**config.mk**
```make
export PLATFORM = sky130hd
export DESIGN_NAME = assoc_search_engine
export DESIGN_NICKNAME = d
export VERILOG_FILES = /design/src/rtl/assoc_search_engine.sv
export SDC_FILE = /design/constraint.sdc
export NUM_CORES = 2
export LEC_CHECK = 0
export CAP_MARGIN = 5
export CORE_MARGIN = 2
export CORE_UTILIZATION = 55
export DETAILED_ROUTE_END_ITERATION = 10
export PLACE_DENSITY = 0.75
export SYNTH_ARGS = -nofsm -noshare
export SYNTH_HDL_FRONTEND = slang
export SYNTH_SLANG_ARGS = --single-unit
```
**constraint.sdc**
```tcl
create_clock -name Clock -period 6.4 [get_ports Clock]
set_input_delay 1.92 -clock Clock [delete_from_list [all_inputs] [get_ports Clock]]
set_output_delay 1.92 -clock Clock [all_outputs]
set_load 0.01 [all_outputs]
```
**src/rtl/assoc_search_engine.sv**
```systemverilog
// Associative search engine: on-chip memory with a write port and a sequential
// masked content search (wrap-around, find-next, single-pass not-found).
module assoc_search_engine #(
  parameter int DATA_WIDTH = 8,
  parameter int ADDR_WIDTH = 8
) (
  input  logic                  Clock,
  input  logic                  Reset,
  input  logic                  WR_Ext,
  input  logic [ADDR_WIDTH-1:0] Wr_Addr,
  input  logic [DATA_WIDTH-1:0] Data_in,
  input  logic                  RD_Ext,
  input  logic [DATA_WIDTH-1:0] Key,
  input  logic [DATA_WIDTH-1:0] Mask,
  input  logic [ADDR_WIDTH-1:0] Start_Addr,
  input  logic                  Continue,
  output logic                  Busy,
  output logic                  Done,
  output logic                  Found,
  output logic [ADDR_WIDTH-1:0] Match_Addr,
  output logic [ADDR_WIDTH:0]   Scan_Count
);

  localparam int DEPTH = 1 << ADDR_WIDTH;
  localparam logic [ADDR_WIDTH:0] DEPTH_CNT = (ADDR_WIDTH+1)'(DEPTH);
  localparam logic [ADDR_WIDTH:0] LAST_CNT  = (ADDR_WIDTH+1)'(DEPTH - 1);

  typedef enum logic [1:0] {IDLE, SCAN, HIT} state_t;

  state_t state, state_nxt;

  logic [DATA_WIDTH-1:0] mem [DEPTH];
  logic [DATA_WIDTH-1:0] key_q;
  logic [DATA_WIDTH-1:0] mask_q;
  logic [ADDR_WIDTH-1:0] ptr;

  logic [DATA_WIDTH-1:0] rdata_p1;
  logic [ADDR_WIDTH-1:0] addr_p1;
  logic                  vld_p1;

  logic wr_en, rd_go, cont_go, cont_empty, hit, last_cmp;

  function automatic logic masked_eq(input logic [DATA_WIDTH-1:0] d,
                                     input logic [DATA_WIDTH-1:0] k,
                                     input logic [DATA_WIDTH-1:0] m);
    return (((d ^ k) & m) == '0);
  endfunction

  // A simultaneous write always beats a search start; nothing is accepted mid-scan.
  assign wr_en      = WR_Ext && (state != SCAN);
  assign rd_go      = RD_Ext && !WR_Ext && (state != SCAN);
  assign cont_go    = Continue && !RD_Ext && (state == HIT);
  assign cont_empty = cont_go && (Scan_Count == DEPTH_CNT);
  assign hit        = vld_p1 && masked_eq(rdata_p1, key_q, mask_q);
  assign last_cmp   = vld_p1 && (Scan_Count == LAST_CNT);

  assign Busy = (state == SCAN);

  always_ff @(posedge Clock) begin
    if (Reset) state <= IDLE;
    else       state <= state_nxt;
  end

  always_comb begin
    state_nxt = state;
    unique case (state)
      IDLE: if (rd_go) state_nxt = SCAN;
      SCAN: begin
        if (hit)           state_nxt = HIT;
        else if (last_cmp) state_nxt = IDLE;
      end
      HIT: begin
        if (rd_go)           state_nxt = SCAN;
        else if (cont_empty) state_nxt = IDLE;
        else if (cont_go)    state_nxt = SCAN;
      end
      default: state_nxt = IDLE;
    endcase
  end

  // p0 -> p1: address issue and synchronous memory read
  always_ff @(posedge Clock) begin
    if (wr_en) mem[Wr_Addr] <= Data_in;
    rdata_p1 <= mem[ptr];
    addr_p1  <= ptr;
    if (rd_go) begin
      key_q  <= Key;
      mask_q <= Mask;
    end
    if (rd_go)               ptr <= Start_Addr;
    else if (cont_go)        ptr <= Match_Addr + 1'b1;
    else if (state == SCAN)  ptr <= ptr + 1'b1;
  end

  // p1 -> p2: registered compare result and search status
  always_ff @(posedge Clock) begin
    if (Reset) begin
      vld_p1     <= 1'b0;
      Done       <= 1'b0;
      Found      <= 1'b0;
      Match_Addr <= '0;
      Scan_Count <= '0;
    end else begin
      vld_p1 <= (state == SCAN) && (state_nxt == SCAN);
      Done   <= 1'b0;
      if (rd_go) begin
        Scan_Count <= '0;
        Found      <= 1'b0;
      end else if (cont_empty) begin
        Done  <= 1'b1;
        Found <= 1'b0;
      end else if (cont_go) begin
        Found <= 1'b0;
      end else if (vld_p1) begin
        Scan_Count <= Scan_Count + 1'b1;
        if (hit) begin
          Done       <= 1'b1;
          Found      <= 1'b1;
          Match_Addr <= addr_p1;
        end else if (last_cmp) begin
          Done  <= 1'b1;
          Found <= 1'b0;
        end
      end
    end
  end

endmodule

```
# ---- Word level (Yosys, flattened, before mapping)
# Memories as Yosys holds them, arrays and structs flattened. A register that Yosys moved wholly into a read port is not among the register bits.
# Cells that the tools add are included.
dict set report word_totals {
  elab_cells 64
  input_bits 45
  output_inout_bits 20
  n_memories 1
  mem_bits_rw 2048
  ff_bits 54
}
# memory depth word_bits rd rd_ports_with_merged_regs write_ports line
set memory_table {}
lappend memory_table {mem 256 8 1 1 1 32} ;# logic [DATA_WIDTH-1:0] mem [DEPTH];
dict set report op_classes {
  n_eq_ne 6
  addsub 3
  bitwise_logic 5
  reduce_logical 20
  mux 19
}
# cell n
set op_table {}
lappend op_table {{2-to-1 mux 8 bit} 3}
lappend op_table {{adder 8 x 1 -> 8 bit, second input constant} 2}
lappend op_table {{2-to-1 mux 2 bit} 6}
lappend op_table {{adder 9 x 1 -> 9 bit, second input constant} 1}
lappend op_table {{== test 9 x 8 -> 1 bit, second input constant} 1}
lappend op_table {{== test 9 bit, second input constant} 1}
lappend op_table {{logical AND 1 bit} 9}
lappend op_table {{2-to-1 mux 1 bit} 9}
lappend op_table {{bitwise AND 8 bit} 1}
lappend op_table {{zero test 8 bit} 1}
lappend op_table {{bitwise XOR 8 bit} 1}
lappend op_table {{case mux 2 bit (3 select lines)} 1}
lappend op_table {{AND reduction 5 bit} 1}
lappend op_table {{== test 2 x 1 -> 1 bit, second input constant} 2}
lappend op_table {{OR reduction 4 bit} 1}
lappend op_table {{inverter 1 bit} 3}
lappend op_table {{AND reduction 3 bit} 1}
lappend op_table {{nonzero test 3 bit} 1}
lappend op_table {{== test 2 bit, second input constant} 1}
lappend op_table {{zero test 1 bit} 2}
lappend op_table {{zero test 2 bit} 1}
lappend op_table {{inequality test 2 x 1 -> 1 bit, second input constant} 1}
lappend op_table {{AND reduction 2 bit} 1}
lappend op_table {{nonzero test 2 bit} 1}
lappend op_table {{OR reduction 2 bit} 1}

# ---- Logic depth before layout (Yosys ltp)
dict set report depth {
  depth_word 9
  ltp_mapped 11
  mapped_depth_nobuf 7
}

# ---- Worst setup path after synthesis
# No wires, ideal clock.
dict set report synth_path {
  path_kind {input to register}
  from {input port Wr_Addr[2]}
  to {memory mem[103][0] (enable)}
  required_ns 6.030
  path_buffers 3
  path_stages 6
  setup_slack_ns 2.639
  setup_ns 0.370
  arrival_ns 3.391
  cell_sequence {clkbuf_1 nor2b_1 clkbuf_1 nand4_1 clkbuf_1 nor2_1}
}
# element line
set synth_lines {}
lappend synth_lines {{from (decl)} 10} ;# input logic [ADDR_WIDTH-1:0] Wr_Addr,
lappend synth_lines {{to (decl)} 32}
# No word-level cell before the write port.

==> flow_summary_export.csv <==
group,metric,value,unit
route,drt_iter0_drc,5924,
worst_hold_path,min-delay-path-class,"reg2reg",
logic_synthesis,ys.flop_type,"edfxtp_1",
logic_synthesis,netlist.top_cell.by_area,"edfxtp_1",
logic_synthesis,ys_seq_elements,2110,
global_route,antenna_found_initial,5,
floorplan,rows,141,
pwr,powerDensity,324,nW/µm²
floorplan,die_w,390,µm
timing,rsz0062_at_grt,"false",
global_route,grt_max_degree,149,
cts,hold_buffers,0,
timing,hold_viol_final,0,
worst_setup_path,r2r-end,"rdata_p1[5]$_DFF_P_",
cells_and_area,drive_gt1_frac,0.197,
place,io_buffers,64,
worst_setup_path,r2r_setup_slack,1880,ps
route,routed_wl,195000,µm
worst_setup_path,cpMostUsedCell,"nor4_1",
timing,slew_headroom,0.102,
pwr,vdd_drop_max,0.000291,V
cts,cts.path.max_buffers,3,
cells_and_area,layout.cells.most_common_list,"edfxtp_1 (2072), mux4_2 (420), nor2_1 (307)",
run_status,status,"finished clean",
logic_synthesis,async_reset_ff_frac,0,
logic_synthesis,synth_warnings,0,
cells_and_area,area_growth_syn_to_layout,11.1,%
worst_setup_path,crit_fanout,33,
timing,setup_viol,0,
logic_synthesis,syn_nets,4049,
timing,fin_crit_sh,0.707,
place,dp.final_hpwl,117000,µm
cts,clock_latency,840,ps
route,drcViolationCount,0,
floorplan,core-area,148000,µm²
cts,clkTransAtPathRegs,60,ps
timing,min_period,4520,ps
floorplan,io-pin-count,65,
timing,fin_tns_setup,0,ps
place,pre_cts_ws,1240,ps
cts,cts_root_buf,"clkbuf_16",
cells_and_area,fillers,9733,
cts,numCtsBuffers,196,
logic_synthesis,synth_top_area_share,0.761,
timing,setup_ws,1880,ps
cts,cts_sinks,2110,
cts,cts_tree,"built",
global_route,grt_pass1_vias,40800,
worst_setup_path,cp-start-kind,"register",
cts,cts.repair.resized,0,
worst_hold_path,holdPathEnd,"Match_Addr[5]$_SDFFE_PP0P_",
floorplan,initial_core_util,0.554,
cells_and_area,fin_nets,4177,
timing,finalClockSkew,40.6,ps
timing,slew_violations,0,
route,postRouteAntennaNets,0,
global_route,grt_usage,0.258,
logic_synthesis,yosysUniqueCellTypes,66,
worst_setup_path,crit_path_top_delay_cell,"edfxtp_1",
worst_setup_path,r2r_start,"ptr[0]$_DFFE_PP_",
flow_run,cap_violations,0,
pwr,p_leak,0.0281,µW
logic_synthesis,syn_area_per_cell,20.4,µm²
place,gp_congestion,0.880,
global_route,grt_pass1_wl,284000,µm
worst_setup_path,criticalPathCategory,"reg2reg",
worst_setup_path,arrival,5150,ps
worst_hold_path,min_delay_path_depth,2,
floorplan,die_h,390,µm
logic_synthesis,synthesis.area,81800,µm²
route,routedWlPerCell,31.4,µm
timing,worst-slew-pin-transition,1350,ps
route,drtPass1Iterations,8,
logic_synthesis,synth.area.top_cells,"edfxtp_1 (76%), mux4_2 (12%), mux2i_1 (2.1%), a22oi_1 (1.7%), nor2_1 (1.4%)",
logic_synthesis,syn_inst,4000,
worst_setup_path,reg2reg_depth,7,
route,viasPerCell,6.60,
timing,fmax,221,MHz
worst_setup_path,required,7030,ps
worst_setup_path,crit_chain,"buf_4, buf_12, mux4_2, a22oi_1, a21oi_1, nor4_1, nor4_1",
worst_hold_path,worstHoldStart,"addr_p1[5]$_DFF_P_",
floorplan,die_area,152000,µm²
cts,postCtsSetupBuffers,0,
pwr,p_total,29400,µW
route,via_count,41000,
worst_setup_path,end_kind,"register",
logic_synthesis,synth_edf_count,2072,
worst_setup_path,critPathMaxStageDelay,1020,ps
cells_and_area,final_common_cell,"edfxtp_1",
logic_synthesis,ys_seq_area_frac,0.770,
global_route,grt-ovfl-total,0,
cts,htreeDepth,4,
==> stage by stage <==
| step | instance area [µm²] | utilization | instances | hold WS [ps] |
|---|---|---|---|---|
| after floorplan | 81800 | - | 4000 | 343 |
| after global placement | 84500 | 0.572 | 5860 | 464 |
| after detailed placement | 84500 | 0.572 | 5860 | 454 |
| after CTS | 90900 | 0.615 | 6216 | 473 |
| after global routing | 90900 | 0.615 | 6216 | 508 |
| final | 90900 | 0.615 | 6217 | 466 |
==> cell usage after synthesis (8+ instances only) <==
| library cell | count |
|---|---|
| nand2_1 | 51 |
| mux4_2 | 420 |
| xor2_1 | 15 |
| nand4_1 | 27 |
| clkbuf_1 | 99 |
| a221oi_1 | 22 |
| edfxtp_1 | 2072 |
| a21oi_1 | 111 |
| nor2b_1 | 18 |
| buf_8 | 11 |
| buf_2 | 80 |
| o21ai_0 | 15 |
| buf_1 | 9 |
| buf_4 | 23 |
| buf_6 | 21 |
| a22oi_1 | 187 |
| a211oi_1 | 9 |
| o221ai_1 | 33 |
| nor3_1 | 29 |
| mux2i_1 | 175 |
| nand2b_1 | 9 |
| dfxtp_1 | 38 |
| o22ai_1 | 34 |
| and2_1 | 8 |
| nand3_1 | 33 |
| mux2_2 | 9 |
| nor2_1 | 308 |
| a22o_1 | 15 |
| nor4_1 | 18 |
==> metal layers <==
layer	wire length, µm	vias up	track usage	share of wire
li1	-	16900	-	-
met4	6760	8	0.0909	0.035
met3	23600	381	0.0641	0.12
met2	90100	2737	0.390	0.46
met5	45	-	0	0.00023
met1	74300	21000	0.372	0.38
==> registers in the layout, summed over array words and instances, names as in the netlist <==
| signal | cells |
|---|---|
| mem | 2048 |
| key_q | 8 |
| addr_p1 | 8 |
| mask_q | 8 |
| Found | 1 |
| Scan_Count | 9 |
| vld_p1 | 1 |
| rdata_p1 | 8 |
| state | 2 |
| Done | 1 |
| Match_Addr | 8 |
| ptr | 8 |
==> report_power, final <==
group	switching, µW	internal (µW)	total (µW)
logic	1620	934	2550
clock network	4940	6650	11600
registers	67.3	15200	15300
==> cell type report <==
cell class | instances | area (µm²) | share of cell area
antenna | 1 | 2.50 | 0.0000275
clock buffer | 254 | 5240 | 0.0576
clock inverter | 102 | 1120 | 0.0123
inverter | 8 | 30.0 | 0.000330
multi-input combinational | 1633 | 17300 | 0.191
sequential | 2110 | 63000 | 0.693
tap | 1930 | 2410 | 0.0266
timing repair buffer | 179 | 1760 | 0.0194
==> kinds of logic (layout without fill, tap and decap cells) <==
group | count (synthesis) | in the layout | share of synthesized area
adder cells (fa/ha/maj) | 4 | 4 | 0.000612
AND/OR/NAND/NOR | 537 | 537 | 0.0297
other | 0 | 1 | 0
multiplexers | 606 | 606 | 0.139
AO/OA/AOI/OAI | 465 | 465 | 0.0398
buffers and inverters | 257 | 543 | 0.0187
flip-flops | 2110 | 2110 | 0.770
XOR/XNOR | 21 | 21 | 0.00225
==> worst max-delay path by stage <==
stage | startpoint | cells after the start | to | slack, ps
6_report | ptr[0]$_DFFE_PP_ | 7 | rdata_p1[5]$_DFF_P_ | 1880
2_1_floorplan | Wr_Addr[2] | 6 | mem[103][0]$_DFFE_PP_ | 2640
4_1_cts | ptr[0]$_DFFE_PP_ | 7 | rdata_p1[5]$_DFF_P_ | 1970
5_1_grt | ptr[0]$_DFFE_PP_ | 7 | rdata_p1[5]$_DFF_P_ | 1750
3_5_place_dp | WR_Ext | 5 | mem[175][1]$_DFFE_PP_ | 1240
3_3_place_gp | WR_Ext | 5 | mem[175][7]$_DFFE_PP_ | 1290
==> worst max-delay path: cells and delay by family, from the launching register on <==
kind                   cells  cell delay [ps]
multiplexers               1              570
flip-flops                 1             1020
AND/OR/NAND/NOR            2             1220
AO/OA/AOI/OAI              2              640
buffers and inverters      2              800
No activity file was read; power rests on OpenSTA's default activity.
